File: src/rtl/prog_loader.sv
// prog_loader: writer side of the picoMIPS program memory.
// Packs an incoming byte stream (valid/ready) into Isize-bit words, MSB first,
// and writes them to program-memory addresses 0 .. (1<<Psize)-1. The CPU is held
// in reset while a load is in progress, and done flags a complete image.
// Optional feature: define PROG_LOADER_CHKSUM_EN to expect one trailing checksum
// byte C after the image. err is set when (sum of all bytes + C) mod 256 != 0.
// Isize must be at least 9, so that the shift register holding earlier bytes is
// non-empty.

module prog_loader #(
    parameter int unsigned Psize = 6,
    parameter int unsigned Isize = 24
) (
    input  logic             clk,
    input  logic             reset,
    input  logic             start,
    input  logic [7:0]       rx_data,
    input  logic             rx_valid,
    output logic             rx_ready,
    output logic             we,
    output logic [Psize-1:0] waddr,
    output logic [Isize-1:0] wdata,
    output logic             busy,
    output logic             cpu_hold,
    output logic             done,
    output logic             err
);

    localparam int unsigned NB = (Isize + 7) / 8;
    localparam int unsigned BW = $clog2(NB + 1);
    localparam logic [BW-1:0]    BLAST = BW'(NB - 1);
    localparam logic [Psize-1:0] ATOP  = {Psize{1'b1}};

    typedef enum logic [2:0] {
        StIdle,
        StLoad,
        StWrite,
        StCheck,
        StDone
    } state_e;

    state_e           state;
    logic [BW-1:0]    bcnt;
    // Earlier bytes of the current word. The top bits of the first byte shift out
    // naturally when Isize is not a multiple of 8.
    logic [Isize-9:0] shreg;
    logic [Isize-1:0] shnext;
    logic             xfer;

    assign shnext   = {shreg, rx_data};
    assign xfer     = rx_valid && rx_ready;
    assign cpu_hold = busy;

`ifdef PROG_LOADER_CHKSUM_EN
    logic [7:0] sum8;
    logic       err_q;
    assign err = err_q;
`else
    assign err = 1'b0;
`endif

    // Loader FSM: every output is registered and updated together with the state.
    always_ff @(posedge clk) begin
        if (reset) begin
            state    <= StIdle;
            rx_ready <= 1'b0;
            we       <= 1'b0;
            busy     <= 1'b0;
            done     <= 1'b0;
            waddr    <= '0;
            wdata    <= '0;
            shreg    <= '0;
            bcnt     <= '0;
`ifdef PROG_LOADER_CHKSUM_EN
            sum8     <= 8'd0;
            err_q    <= 1'b0;
`endif
        end else begin
            case (state)
                StIdle, StDone: begin
                    if (start) begin
                        waddr    <= '0;
                        bcnt     <= '0;
                        done     <= 1'b0;
                        busy     <= 1'b1;
                        rx_ready <= 1'b1;
                        state    <= StLoad;
`ifdef PROG_LOADER_CHKSUM_EN
                        sum8     <= 8'd0;
                        err_q    <= 1'b0;
`endif
                    end
                end

                StLoad: begin
                    if (xfer) begin
                        shreg <= shnext[Isize-9:0];
                        bcnt  <= bcnt + 1'b1;
`ifdef PROG_LOADER_CHKSUM_EN
                        sum8  <= sum8 + rx_data;
`endif
                        if (bcnt == BLAST) begin
                            wdata    <= shnext;
                            we       <= 1'b1;
                            rx_ready <= 1'b0;
                            state    <= StWrite;
                        end
                    end
                end

                StWrite: begin
                    // Single write cycle; the address never wraps past the top.
                    we   <= 1'b0;
                    bcnt <= '0;
                    if (waddr == ATOP) begin
`ifdef PROG_LOADER_CHKSUM_EN
                        rx_ready <= 1'b1;
                        state    <= StCheck;
`else
                        busy     <= 1'b0;
                        done     <= 1'b1;
                        state    <= StDone;
`endif
                    end else begin
                        waddr    <= waddr + 1'b1;
                        rx_ready <= 1'b1;
                        state    <= StLoad;
                    end
                end

`ifdef PROG_LOADER_CHKSUM_EN
                StCheck: begin
                    if (xfer) begin
                        err_q    <= ((sum8 + rx_data) != 8'd0);
                        rx_ready <= 1'b0;
                        busy     <= 1'b0;
                        done     <= 1'b1;
                        state    <= StDone;
                    end
                end
`endif

                default: begin
                    rx_ready <= 1'b0;
                    we       <= 1'b0;
                    busy     <= 1'b0;
                    done     <= 1'b0;
                    state    <= StIdle;
                end
            endcase
        end
    end

endmodule
File: config.mk
export PLATFORM = sky130hd
export DESIGN_NAME = prog_loader
export DESIGN_NICKNAME = d
export VERILOG_FILES = /design/src/rtl/prog_loader.sv
export SDC_FILE = /design/constraint.sdc
export NUM_CORES = 1
export LEC_CHECK = 0
export CAP_MARGIN = 0
export CORE_MARGIN = 2
export CORE_UTILIZATION = 30
export CTS_BUF_LIST = sky130_fd_sc_hd__clkbuf_4
export DETAILED_ROUTE_END_ITERATION = 12
export DONT_BUFFER_PORTS = 1
export GPL_TIMING_DRIVEN = 0
export SYNTH_ARGS = -nofsm -noshare
export SYNTH_HDL_FRONTEND = slang
export SYNTH_SLANG_ARGS = --single-unit
export TNS_END_PERCENT = 100
File: constraint.sdc
create_clock -name clk -period 1.85 [get_ports clk]
set_input_delay 0.185 -clock clk [delete_from_list [all_inputs] [get_ports clk]]
set_output_delay 0.185 -clock clk [all_outputs]
set_load 0.02 [all_outputs]
# Yosys cells after proc, flatten, opt, wreduce, memory -nomap -nowiden
# Index checks and enable logic that the tools add are counted.
[classes] n_reduce_logical=13 n_eq_ne=10 n_addsub=2 n_mux=24 bitwise=2
[ops] op="3-bit AND reduction" count=6
[ops] op="3-bit 2-to-1 mux" count=4
[ops] op="6-bit 2-to-1 mux" count=2
[ops] op="6-bit one-hot mux with 2 select lines" count=1
[ops] op="2-bit != test (second input constant)" count=5
[ops] op="1-bit 2-to-1 mux" count=9
[ops] op="1-bit one-hot mux with 3 select lines" count=3
[ops] op="3-bit one-hot mux with 3 select lines" count=1
[ops] op="6-bit by 1-bit adder with 6-bit output (second input constant)" count=1
[ops] op="6-bit == test (second input constant)" count=1
[ops] op="2-bit one-hot mux with 3 select lines" count=1
[ops] op="2-bit 2-to-1 mux" count=2
[ops] op="4-bit AND reduction" count=1
[ops] op="3-bit by 1-bit == test with 1-bit output (second input constant)" count=1
[ops] op="3-bit by 2-bit == test with 1-bit output (second input constant)" count=1
[ops] op="3-bit == test (second input constant)" count=1
[ops] op="3-bit zero test" count=1
[ops] op="3-bit nonzero test" count=1
[ops] op="2-bit by 1-bit adder with 2-bit output (second input constant)" count=1
[ops] op="2-bit == test (second input constant)" count=1
[ops] op="1-bit NOT" count=2
[ops] op="1-bit one-hot mux with 2 select lines" count=1
[ops] op="2-bit AND reduction" count=1
[ops] op="2-bit nonzero test" count=1
[ops] op="other kinds (2)" count=2
[totals] in_bits=12 elab_cells=60 regBits=55 out_inout_bits=36

# Longest topological paths before layout
[logic_depth] ltp_word=4 ltp_mapped=7 mapped_depth_nobuf=5

# Worst setup path after synthesis
# OpenSTA, ideal clock, no wires.
[synth_timing] path_type="reg2reg" start="register waddr[0]" end="register waddr[4]" period_less_slack_ns=1.621 path_stages_with_launch=6 n_path_buf=0 path_slack_ns=0.229 setup_time_ns=0.060 t_arrival_ns=1.560 required_ns=1.790 cell_sequence="dfxtp_1 -> ha_1 -> nand3_1 -> or3b_1 -> a21oi_2 -> a22o_1"
[synth_via] elab_chain_cells=3 word_cells_on_any_way=6 classes_between="1 x add/sub; 2 x eq/ne; 2 x mux; 1 x reduce/logical"
[synth_lines] element="start, declared" line_no="21" text="output logic [Psize-1:0] waddr,"
[synth_lines] element="start signal, assigned" line_no="125" text="waddr <= waddr + 1'b1;"
[synth_lines] element="6-bit by 1-bit adder with 6-bit output / 6-bit == test (equally long branches)" line_no="125, 115"
[synth_lines] element="6-bit 2-to-1 mux / 2-bit != test (equally long branches)"
[synth_lines] element="6-bit one-hot mux with 2 select lines / 3-bit AND reduction (equally long branches)"
# Parallel ways exist; a longest one is shown, timed or not. The select of a mux whose other input is x is not followed.
# A chain may end at the register's enable or synchronous reset.

# Worst setup path after layout
# Same ends and word-level chain as after synthesis.

==> summary.md <==
| Metric | Value |
|---|---|
| Synthesis-to-layout area growth | `12.89%` |
| Setup TNS | `0 ns` |
| Clk sinks | `55` |
| Status | `completed` |
| Tightest Pin Transition | `0.6876 ns` |
| Skew-Pair Late Insertion Delay | `0.39 ns` |
| Largest net degree at the start of global routing | `19` |
| Register-to-Register Path Depth | `5` |
| Die ar. | `7740 um^2` |
| Clock Path Buffers | `2` |
| Post-synthesis cell count | `261` |
| Hold worst-path end | `state[0]` |
| DIE WIDTH | `87.98 um` |
| Final min period | `1.727 ns` |
| Synth area leaders | `dfxtp_1 (52%), nand2_1 (15%), a21oi_1 (11%)` |
| Vias in the first global route | `1,650` |
| Yosys warning count | `0` |
| Worst Skew | `0.02231 ns` |
| Ports | `48` |
| Post-synthesis cell area | `2116 um^2` |
| Overflow after GRT | `0` |
| Primary FF master, synth | `dfxtp_1` |
| Req. time, crit path | `2.19 ns` |
| Via count | `1,737` |
| Hold path depth | `2` |
| Gr usage total | `13.12%` |
| H-tree depth | `2` |
| DR pass1 iterations | `5` |
| Hold WC Path Type | `in -> reg` |
| Initial antenna violation count | `0` |
| DP HPWL | `3.475 mm` |
| Final count of hold timing violations | `0` |
| Arr. time, crit path | `2.07 ns` |
| Final Cell Area | `2389 um^2` |
| Critical Path Start | `waddr[0]` |
| WL/cell | `12.91 um` |
| FF-to-FF setup slack | `0.12 ns` |
| Worst slew margin | `53.51%` |
| Reg2reg start | `waddr[0]` |
| Fillers | `735` |
| Core area | `6794 um^2` |
| Sequential share of the synthesized area | `52.04%` |
| Count of cell types in the netlist | `38` |
| Die Ht | `87.98 um` |
| Fmax | `579.2 MHz` |
| Share of layout cells above drive strength 1 | `8.303%` |
| CTS Buf Count | `5` |
| Max cap viols | `0` |
| Avg Cell Area, Syn | `8.106 um^2` |
| Min-Delay Startpoint | `start` |
| CTS clk-pin slew, worst paths | `0.16 ns` |
| Type of the worst setup path | `reg -> reg` |
| Initial Util | `31.14%` |
| Peak supply drop | `287.5 uV` |
| Synth top area share | `52.04%` |
| #FFs+latches synth | `55` |
| GPL Wtd Cong | `0.7848` |
| Inst Count DP | `357` |
| R2r endpoint | `waddr[4]` |
| Final setup viols | `0` |
| DR iter-0 viols | `94` |
| CP endpoint kind | `register` |
| CTS tree | `built` |
| Syn Nets | `275` |
| Setup bufs post-CTS | `0` |
| Root Driver | `clkbuf_4` |
| Number of port buffers | `0` |
| Leak | `0.8026 nW` |
| Final Max Slew Viols | `0` |
| Startpoint types | `register` |
| Non-Filler Instances | `373` |
| Post-synth EDFFs | `0` |
| Site row count | `30` |
| DRT antenna net count | `0` |
| Final period util | `93.33%` |
| # diodes | `0` |
| Synth async-reset ratio | `0%` |
| Cell taking the most area after synthesis | `dfxtp_1` |
| RSZ-0062 raised after global routing | `false` |
| Worst-path fanout max | `5` |
| Total power | `1.868 mW` |
| Core Util, Final | `35.16%` |
| Nets | `290` |
| First-pass GRT wire length | `7.866 mm` |
| Dpl cell area | `2236 um^2` |
| DRC | `0` |
| Pwr Density | `782.1 nW/um^2` |
| Sum of routed wire length over all layers | `4.815 mm` |
| Vias per Instance | `4.657` |
-- power by group --
part	switching, mW	total [mW]	internal, mW
clock network	0.405	0.561	0.156
logic	0.0611	0.0993	0.0381
registers	0.0130	1.21	1.19
-- metrics by stage --
stage                     hold slack (ns)  setup WS, ns
after floorplan                    0.3210        0.2291
after global placement             0.3244       0.04791
after detailed placement           0.3294       0.02129
after CTS                        0.006539       0.09771
after global routing             0.009158       0.01463
final                             0.02387        0.1235
-- worst max-delay path by stage --
stage / endpoint
finish: waddr[4]
global route: wdata[6]
CTS: waddr[4]
detailed placement: waddr[4]
global placement: waddr[4]
floorplan: waddr[4]
-- registers in the layout (all words and copies together) (netlist names) --
name and cells:
bcnt 2, busy 1, done 1, rx_ready 1, shreg 16, state 3, waddr 6, wdata 24
we 1
-- cell usage after synthesis (all sizes together), types with 2 or more instances --
master	number
a211oi	2
a21o	3
a21oi	48
a22o	2
and2	2
and3	3
buf	8
clkbuf	9
dfxtp	55
ha	2
inv	4
nand2	84
nand2b	2
nand3	6
nor2	7
o211ai	2
o31ai	2
or2	2
or3	2
-- timing repair --
action / CTS / global route
resized for setup: 2 / 3
endpoints found under the hold margin: 16 / 0
pin swaps: 0 / 0
hold buffers: 8 / 0
endpoints found under the setup margin: 2 / 2
-- per-layer routing --
metal,share of wire (%),routed length (um),GRT usage [%]
met1,48,2288,16.89
met2,45,2155,20.80
met3,5.7,275,3.676
met4,2.0,96,5.175
met5,0,0,0
-- cell families (layout without fill, tap and decap cells) --
kind of cell	after synthesis	in the layout	synth area share, %
DFF	55	55	52.04
buffers and inverters	21	37	4.435
xor gates and xnor gates	1	1	0.4140
adders and majority gates	2	2	1.183
muxes	1	1	0.5322
and+or+nand+nor	116	116	23.89
AOI/OAI and AO/OA	64	64	17.33
other	1	1	0.1772
-- layout by cell type, fill, tap and decap left out, types with 3 or more instances in the layout --
cell | netlist | layout
dlygate4sd3_1 | 0 | 8
a21oi_1 | 47 | 47
nand3_1 | 6 | 6
and3_1 | 3 | 3
clkbuf_1 | 9 | 8
nand2_1 | 84 | 84
clkbuf_4 | 0 | 5
buf_2 | 6 | 6
a21o_1 | 3 | 3
dfxtp_1 | 55 | 53
nor2_1 | 7 | 7
inv_1 | 4 | 4
-- layout make-up --
cell class                      instances  area, um^2  area share [%]
Buffer                                 17       80.08           3.353
Clock buffer                            5       37.54           1.572
Clock inverter                          3       23.77          0.9953
Inverter                                4       15.01          0.6286
Multi-Input combinational cell        185       928.4           38.87
Sequential cell                        55        1104           46.20
Tap cell                               96       120.1           5.029
Timing Repair Buffer                    8       80.08           3.353
-- worst max-delay path: stages, from the launching register on --
cell	delay [ns]
dfxtp_2	0.46
ha_1	0.25
nand3_1	0.13
or3b_1	0.44
a21oi_4	0.23
a22o_1	0.17
No activity file was read; power rests on OpenSTA's default activity.
